**src/rtl/avg_var.sv**
```systemverilog
// avg_var: windowed streaming mean / population variance over 2^LOG2N samples.
// Accepts 8-bit unsigned samples on a valid/ready handshake and emits one
// {avg[7:0], var[15:0]} word per non-overlapping window.
module avg_var #(
  parameter int unsigned LOG2N = 2
) (
  input  logic        clk,
  input  logic        rst,
  input  logic        idata_vld,
  output logic        idata_rdy,
  input  logic [7:0]  idata,
  output logic        odata_vld,
  input  logic        odata_rdy,
  output logic [23:0] odata
);

  localparam int unsigned CW = LOG2N;
  localparam int unsigned SW = 8 + LOG2N;
  localparam int unsigned QW = 16 + LOG2N;
  localparam int unsigned DW = 2 * SW;

  localparam logic [CW-1:0] LAST = '1;

  logic [CW-1:0] cnt;
  logic [SW-1:0] sum;
  logic [QW-1:0] sq;

  logic          accept_c;
  logic          close_c;
  logic [SW-1:0] sum_nxt_c;
  logic [QW-1:0] sq_nxt_c;
  logic [DW-1:0] diff_c;
  logic [7:0]    avg_c;
  logic [15:0]   var_c;

  // Only the window-closing sample stalls, and only while a result is pending.
  always_comb begin
    idata_rdy = !((cnt == LAST) && odata_vld);
  end

  // Running totals including the current sample, and the window result.
  always_comb begin
    accept_c  = idata_vld && idata_rdy;
    close_c   = accept_c && (cnt == LAST);
    sum_nxt_c = sum + SW'(idata);
    sq_nxt_c  = sq + QW'(16'(idata) * 16'(idata));
    // N*Q - S*S is non-negative for any sample set; full width avoids overflow.
    diff_c    = (DW'(sq_nxt_c) << LOG2N) - (DW'(sum_nxt_c) * DW'(sum_nxt_c));
    avg_c     = 8'(sum_nxt_c >> LOG2N);
    var_c     = 16'(diff_c >> (2 * LOG2N));
  end

  // Sample counter and accumulators; cleared when a window closes.
  always_ff @(posedge clk or posedge rst) begin
    if (rst) begin
      cnt <= '0;
      sum <= '0;
      sq  <= '0;
    end else if (close_c) begin
      cnt <= '0;
      sum <= '0;
      sq  <= '0;
    end else if (accept_c) begin
      cnt <= cnt + CW'(1);
      sum <= sum_nxt_c;
      sq  <= sq_nxt_c;
    end
  end

  // Output register: a new result takes priority over draining the old one.
  always_ff @(posedge clk or posedge rst) begin
    if (rst) begin
      odata_vld <= 1'b0;
      odata     <= '0;
    end else if (close_c) begin
      odata_vld <= 1'b1;
      odata     <= {avg_c, var_c};
    end else if (odata_rdy) begin
      odata_vld <= 1'b0;
    end
  end

endmodule

```
**config.mk**
```make
export PLATFORM = sky130hd
export DESIGN_NAME = avg_var
export DESIGN_NICKNAME = d
export VERILOG_FILES = /design/src/rtl/avg_var.sv
export SDC_FILE = /design/constraint.sdc
export NUM_CORES = 1
export LEC_CHECK = 0
export BUFFER_PORTS_ARGS = -buffer_cell sky130_fd_sc_hd__buf_2
export CAP_MARGIN = 15
export CORE_UTILIZATION = 30
export CTS_BUF_LIST = sky130_fd_sc_hd__clkbuf_8 sky130_fd_sc_hd__clkbuf_16
export DETAILED_ROUTE_END_ITERATION = 12
export RECOVER_POWER = 100
export REMOVE_ABC_BUFFERS = 1
export SYNTH_ARGS = -nofsm -noshare
export SYNTH_HDL_FRONTEND = slang
export SYNTH_SLANG_ARGS = --single-unit
```
**constraint.sdc**
```tcl
create_clock -name clk -period 7.7 [get_ports clk]
set_input_delay 1.54 -clock clk [delete_from_list [all_inputs] [get_ports clk]]
set_output_delay 1.54 -clock clk [all_outputs]
set_load 0.02 [all_outputs]
```
# ---- Word level (Yosys, flattened, before mapping)
# Cells that the tools add are included.
dict set report word_totals {
  register_bits 55
  in_bits 12
  output_inout_bits 26
  elab_cells 26
}
dict set report op_classes {
  n_addsub 4
  mul 2
  n_eq_ne 1
  muxes 8
  n_reduce_logical 6
}
# op count
set ops {}
lappend ops {{$mux 18} 2}
lappend ops {{$mul 10x10->20} 1}
lappend ops {{$mux 10} 2}
lappend ops {{$sub 20x20->20} 1}
lappend ops {{$add 18x16->18} 1}
lappend ops {{$mul 8x8->16} 1}
lappend ops {{$add 10x8->10} 1}
lappend ops {{$mux 2} 2}
lappend ops {{$reduce_bool 2->1} 2}
lappend ops {{$logic_and 1x1->1} 3}
lappend ops {{$add 2x1->2 const B} 1}
lappend ops {{$eq 2x2->1 const B} 1}
lappend ops {{$mux 1} 2}
lappend ops {{$logic_not 1->1} 1}

# ---- Logic depth before layout (Yosys ltp)
# Gate-level depths: netlist of the first run.
dict set report logic_depth {
  depth_word 6
  ltp_mapped 31
  depth_no_buf 31
}

# ---- Worst setup path after synthesis of the first run
# OpenSTA, ideal clock, no wires.
dict set report synth_path {
  path_kind {input to register}
  start {input idata[5]}
  end {register odata[15]}
  setup_time_ns 0.076
  t_arrival_ns 7.981
  required_ns 7.624
  setup_slack_ns -0.357
  stages 29
  n_path_buf 1
  cell_sequence {clkbuf_1 -> nand2_1 -> fa_1 -> inv_1 -> fa_1 -> fa_1 -> inv_1 -> fa_1 -> inv_1 -> ha_1 -> or2_2 -> a21oi_1 -> a21oi_1 -> a21oi_1 -> xor2_1 -> ha_1 -> inv_1 -> fa_1 -> inv_1 -> fa_1 -> inv_1 -> ha_1 -> a21oi_1 -> o21bai_1 -> a21oi_1 -> a21boi_0 -> o31ai_4 -> xnor3_1 -> o21ai_1}
}
dict set report synth_between {
  elab_chain_cells 3
  elab_cells_between_ends 5
  classes_between {add/sub (3); mul (2)}
}
# element line_no
set synth_rtl {}
lappend synth_rtl {{start, declared} 11} ;# input logic [7:0] idata,
lappend synth_rtl {{$mul 8x8->16 / $add 10x8->10 (equally long branches)} {46, 45}}
lappend synth_rtl {{$add 18x16->18 / $mul 10x10->20 (equally long branches)} {46, 48}}
lappend synth_rtl {{$sub 20x20->20 (*)} 48} ;# diff_c = (DW'(sq_nxt_c) << LOG2N) - (DW'(sum_nxt_c) * DW'(sum_nxt_c));
lappend synth_rtl {{end signal, assigned} 77} ;# odata <= {avg_c, var_c};
lappend synth_rtl {{end, declared} 14} ;# output logic [23:0] odata
# Every way passes the cells marked *; elsewhere a longest branch is shown, timed or not.
# A chain may end at the register's enable or synchronous reset.

# ---- Worst setup path in the final report of the first run
dict set report layout_path {
  start {input idata[0]}
  end {register odata[14]}
}
# The elaborated chain is that of the path after synthesis.

==> impl_metrics.ini, run 1 <==
[routing]
met1_length_um = 7909
wl_um = 17500
routed.top_layer = met4
drc = 0
drtIter0Drc = 184
dr_wl_met3_um = 507
drt-pass1-iter-count = 4
drtAntennaViolNets = 0
wl_per_cell_um = 12.95
via_per_inst = 4.446
met2_length_um = 8927
num_vias = 6007

[cells_and_area]
syn2layout_area_growth_pct = 27.94
regArea_um2 = 1376
final_common_cell = inv_1
final_nets = 1234
drive_gt1_share_pct = 24.00
diodes = 0
multi_input_area_um2 = 5952
layout_common_cells = inv_1 (184), buf_4 (122), nand2_1 (101)
fillCellCount = 2491

[timing]
post-route-period-util_pct = 98.04
fin_skew_ns = 0.007027
worst_pin_slew_ns = 3.230
rsz0062_at_grt = yes
setup_viol = 0
slew_violations = 94
min_period_ns = 7.549
max_slew_margin_pct = -115.3
final-hold-violation-count = 0
tns_ns = 0
clock.fmax_mhz = 132.5

[die]
dieHeight_um = 162.4
start_util_pct = 30.64
coreArea_um2 = 25180
die-area_um2 = 26360
io_pins = 38
core.rowCount = 58
fp.dieW_um = 162.4

[logic_synthesis]
synth_ff_type = dfrtp_1
ys_types = 48
ys.warnings.count = 0
synthCells = 862
yosys_register_bits = 55
syn_area_um2 = 7715
synth.avg_cell_area_um2 = 8.950
synth_edf_count = 0
synthArstFlopShare_pct = 100.0
yosysSeqAreaShare_pct = 17.84

[setup_path]
worstPathArrival_ns = 7.73
reg2reg_to = odata[14]
cp_top_family = adder cells
reg2reg_slack_ns = 1.21
cp_data_required_time_ns = 7.88
path_max_fanout = 5
timing.rr.start = sq[5]
cp_slowest_cell = fa_1
crit_top_cell = inv_2
crit_path_end_kind = flip-flop
crit_type = primary input to flip-flop
startpoint_type = primary input
critPathLaunch = idata[0]
rr_worst_depth = 30
critPathBufInv = 10
slowest_delay_ns = 0.55

[clock_network]
clock-sinks = 55
clk_latency_ns = 0.31
cts_made_buffers = 5
cts_tree = yes
ctsHoldBuffers = 0
cts_max_path_buffers = 2
cts.htree.levels = 2
cts_root_buf = clkbuf_16
path_clk_slew_ns = 0.08

[global_route]
grt.overflow.total = 0
antenna_found_initial = 0
grt_max_degree = 56
grt_usage_pct = 13.78
grt_pass1_wl_um = 28850
grt_pass1_vias = 6040

[placement]
portBuffers = 37
hpwl_um = 14250
routabilityCongestion = 0.8016

[status]
violations = max-capacitance violations, max-slew violations
outcome = finished, violations left

[min_path]
hold_depth = 2
hold_class = flip-flop to flip-flop
holdPathEnd = odata[3]
hold_start = odata[3]

[run]
cap_violations = 2
-- how the worst max path moves through the flow --
stage,to,slack [ns],depth (start not counted)
after floorplan,odata[15],-0.16,26
after global placement,odata[15],-0.63,30
after detailed placement,odata[15],-0.70,30
after CTS,odata[14],0.008,32
after global routing,odata[14],-0.11,32
final,odata[14],0.15,32
-- kinds of logic (layout without fill, tap and decap cells) --
group	Yosys count	in the layout	share of synthesized area, %
AOI/OAI and AO/OA	135	135	11.16
DFF	55	55	17.84
muxes	2	2	0.2757
buffers and inverters	228	387	11.09
and+or+nand+nor	192	192	11.13
adders and majority gates	202	202	42.78
xor gates and xnor gates	48	48	5.725
-- metrics by stage --
step	instances	worst slack, ns	instance area [µm²]	util [%]	hold slack (ns)
6_report	1351	0.1508	9871	39.20	0.4802
2_1_floorplan	844	-0.1588	7647	-	0.4485
4_1_cts	1345	0.008204	9447	37.51	0.4849
5_1_grt	1351	-0.1108	9871	39.20	0.5051
3_3_place_gp	1335	-0.6329	9181	36.46	0.4559
3_5_place_dp	1335	-0.6955	9181	36.46	0.4674
-- per-layer routing --
metal	vias to the layer above	track usage (%)
met5	-	0
met4	0	2.444
met3	10	2.114
met2	62	23.99
met1	2952	18.12
li1	2983	-
-- state kept, by name, indices dropped and copies added (netlist names) --
name / cells
sum: 10
odata: 24
cnt: 2
odata_vld: 1
sq: 18
-- tightest hold or removal path, cell delays in order (launching register included) --
cell     delay (ns)
dfrtp_1        0.34
nand2_1        0.05
o21ai_0        0.06
-- synth_stat cells (6+ instances only) --
cell type  instances  area (µm²)
and2_1            15       93.84
xnor2_1           29       254.0
a21o_1            13       97.59
fa_1             103        2062
nor2_1            34       127.6
nand2_1          105       394.1
xor2_1            17       148.9
dfrtp_1           55        1376
a21oi_1           30       150.1
o31ai_1            9       67.56
inv_1            207       777.0
clkbuf_1          18       67.56
ha_1              99        1239
o21ai_0           51       255.2
nor2b_1            6       37.54
-- final cells by class --
class / instances / area share [%]
clock buffer: 5 / 1.268
clock inverter: 3 / 0.2282
inverter: 210 / 7.986
multi-input combinational: 579 / 60.30
sequential: 55 / 13.94
tap: 330 / 4.183
timing repair buffer: 169 / 12.09
-- what timing repair did --
| item | in CTS | in global routing |
|---|---|---|
| endpoints found under the setup margin | 6 | 10 |
| gates resized for setup | 31 | 104 |
| pin swaps | 15 | 81 |
| setup buffers | 2 | 11 |
| endpoints found under the hold margin | 0 | 0 |
Power of run 1 is left out: the tool's default activity adds up to more than one toggle a clock period on the data nets, which glitch-free logic cannot reach.
==> run 2: changes to the inputs <==
--- a/config.mk
+++ b/config.mk
@@ -10,6 +10,8 @@
 export CORE_UTILIZATION = 30
 export CTS_BUF_LIST = sky130_fd_sc_hd__clkbuf_8 sky130_fd_sc_hd__clkbuf_16
 export DETAILED_ROUTE_END_ITERATION = 12
+export GPL_TIMING_DRIVEN = 1
+export PLACE_DENSITY_LB_ADDON = 0.1
 export RECOVER_POWER = 100
 export REMOVE_ABC_BUFFERS = 1
 export SYNTH_ARGS = -nofsm -noshare
==> run 2 against run 1 <==
  * The flow still finishes with violations (max-capacitance violations, max-slew violations)
  * First-iteration DRC count fell by 4.3%
  * Worst setup slack got worse by 0.042 ns
  * Die area did not move
  * Sequential share of layout area barely moved
  * Final area rose by 0.28%
  * Critical path type unchanged
  * Largest cell class unchanged
==> impl_metrics.ini, run 2 (synthesis results as in run 1) <==
[cells_and_area]
top_register = odata
top_regs = odata (24), sq (18), sum (10)
drive_gt1_share_pct = 23.35
diodes = 0
final_common_cell = inv_1
final_nets = 1242
layout_common_cells = inv_1 (191), buf_4 (130), fa_1 (101)
final_cells = 1358
syn2layout_area_growth_pct = 28.30
largest_reg_flops = 24
fillCellCount = 2591

[routing]
num_vias = 5915
drc = 0
wl_um = 18660
wl_per_cell_um = 13.74
drtIter0Drc = 176
drtAntennaViolNets = 0
via_per_inst = 4.356
drt-pass1-iter-count = 4

[die]
io_pins = 38
fp.dieW_um = 162.4
dieHeight_um = 162.4
die-area_um2 = 26360
core.rowCount = 58
start_util_pct = 30.64
coreArea_um2 = 25180

[timing]
rsz0062_at_grt = yes
final-hold-violation-count = 0
clock.fmax_mhz = 131.7
worst_slack_ns = 0.1091
tns_ns = 0
slew_violations = 90
max_slew_margin_pct = -117.5
fin_skew_ns = 0.01231
setup_viol = 0
min_period_ns = 7.591
worst_pin_slew_ns = 3.262
post-route-period-util_pct = 98.58

[setup_path]
critPathLaunch = idata[0]
reg2reg_slack_ns = 1.13
rr_worst_depth = 28
slowest_delay_ns = 0.55
worstPathArrival_ns = 7.77
reg2reg_to = odata[13]
crit_end = odata[13]
path_max_fanout = 5
cp_data_required_time_ns = 7.88
crit_path_end_kind = flip-flop
crit_top_cell = fa_1
startpoint_type = primary input
crit_type = primary input to flip-flop
cp_slowest_cell = fa_1
timing.rr.start = sq[5]

[placement]
post-place-ws_ns = -0.7273
portBuffers = 37
dp_cells = 1346
routabilityCongestion = 0.7607
hpwl_um = 15300

[global_route]
grt_pass1_wl_um = 30630
grt_usage_pct = 14.94
grt_pass1_vias = 6083
antenna_found_initial = 0
grt_max_degree = 56
grt.overflow.total = 0

[clock_network]
cts_tree = yes
cts_max_path_buffers = 2
cts_root_buf = clkbuf_16
clk_latency_ns = 0.32
cts.htree.levels = 2
ctsHoldBuffers = 0
cts_made_buffers = 5
path_clk_slew_ns = 0.08
clock-sinks = 55

[run]
cap_violations = 2

[min_path]
hold_class = flip-flop to flip-flop

[status]
violations = max-capacitance violations, max-slew violations
outcome = finished, violations left
run 2: area by class of cell:
type	count	area, µm²	area share, %
clock buffers	5	125.1	1.264
flip-flops and latches	55	1376	13.90
clock inverters	2	37.54	0.3792
inverters	210	788.3	7.964
repair buffers	177	1272	12.86
multi-input cells	579	5886	59.46
well taps	330	412.9	4.171
run 2: through the flow:
stage                     util [%]  cell area [µm²]  hold WS, ns
final                        39.31             9898       0.4810
after global placement       36.89             9289       0.4571
after detailed placement     36.89             9289       0.4653
after floorplan                  -             7647       0.4485
after global routing         39.31             9898       0.5082
after CTS                    38.07             9587       0.4845
run 2: worst max-delay path: cells and delay by family:
family | cells | cell delay, ns
xor+xnor | 2 | 0.37
simple gates | 3 | 0.26
fa+ha+maj | 9 | 3.76
compound gates | 9 | 1.15
buf+inv | 10 | 0.70
run 2: worst min path at each step:
stage,from,slack [ns],end,cells past startpoint
5_1_grt,odata[18],0.51,odata[18],2
6_report,odata[2],0.48,odata[2],2
3_5_place_dp,odata[7],0.47,odata[7],2
4_1_cts,odata[10],0.48,odata[10],2
3_3_place_gp,odata[17],0.46,odata[17],2
2_1_floorplan,sq[4],0.45,sq[4],2
run 2: per-layer routing:
layer	up-vias	track usage, %	wire length (µm)
met1	2865	20.31	8730
li1	3011	-	-
met2	31	25.64	9562
met3	8	1.604	231
met4	0	2.830	138
met5	-	0	0
run 2: timing repair:
action | 4_1_cts | 5_1_grt
resized for setup | 36 | 82
pin swaps | 17 | 74
endpoints found under the setup margin | 10 | 10
setup buffers | 1 | 8
Power of run 2 is left out for the same reason.
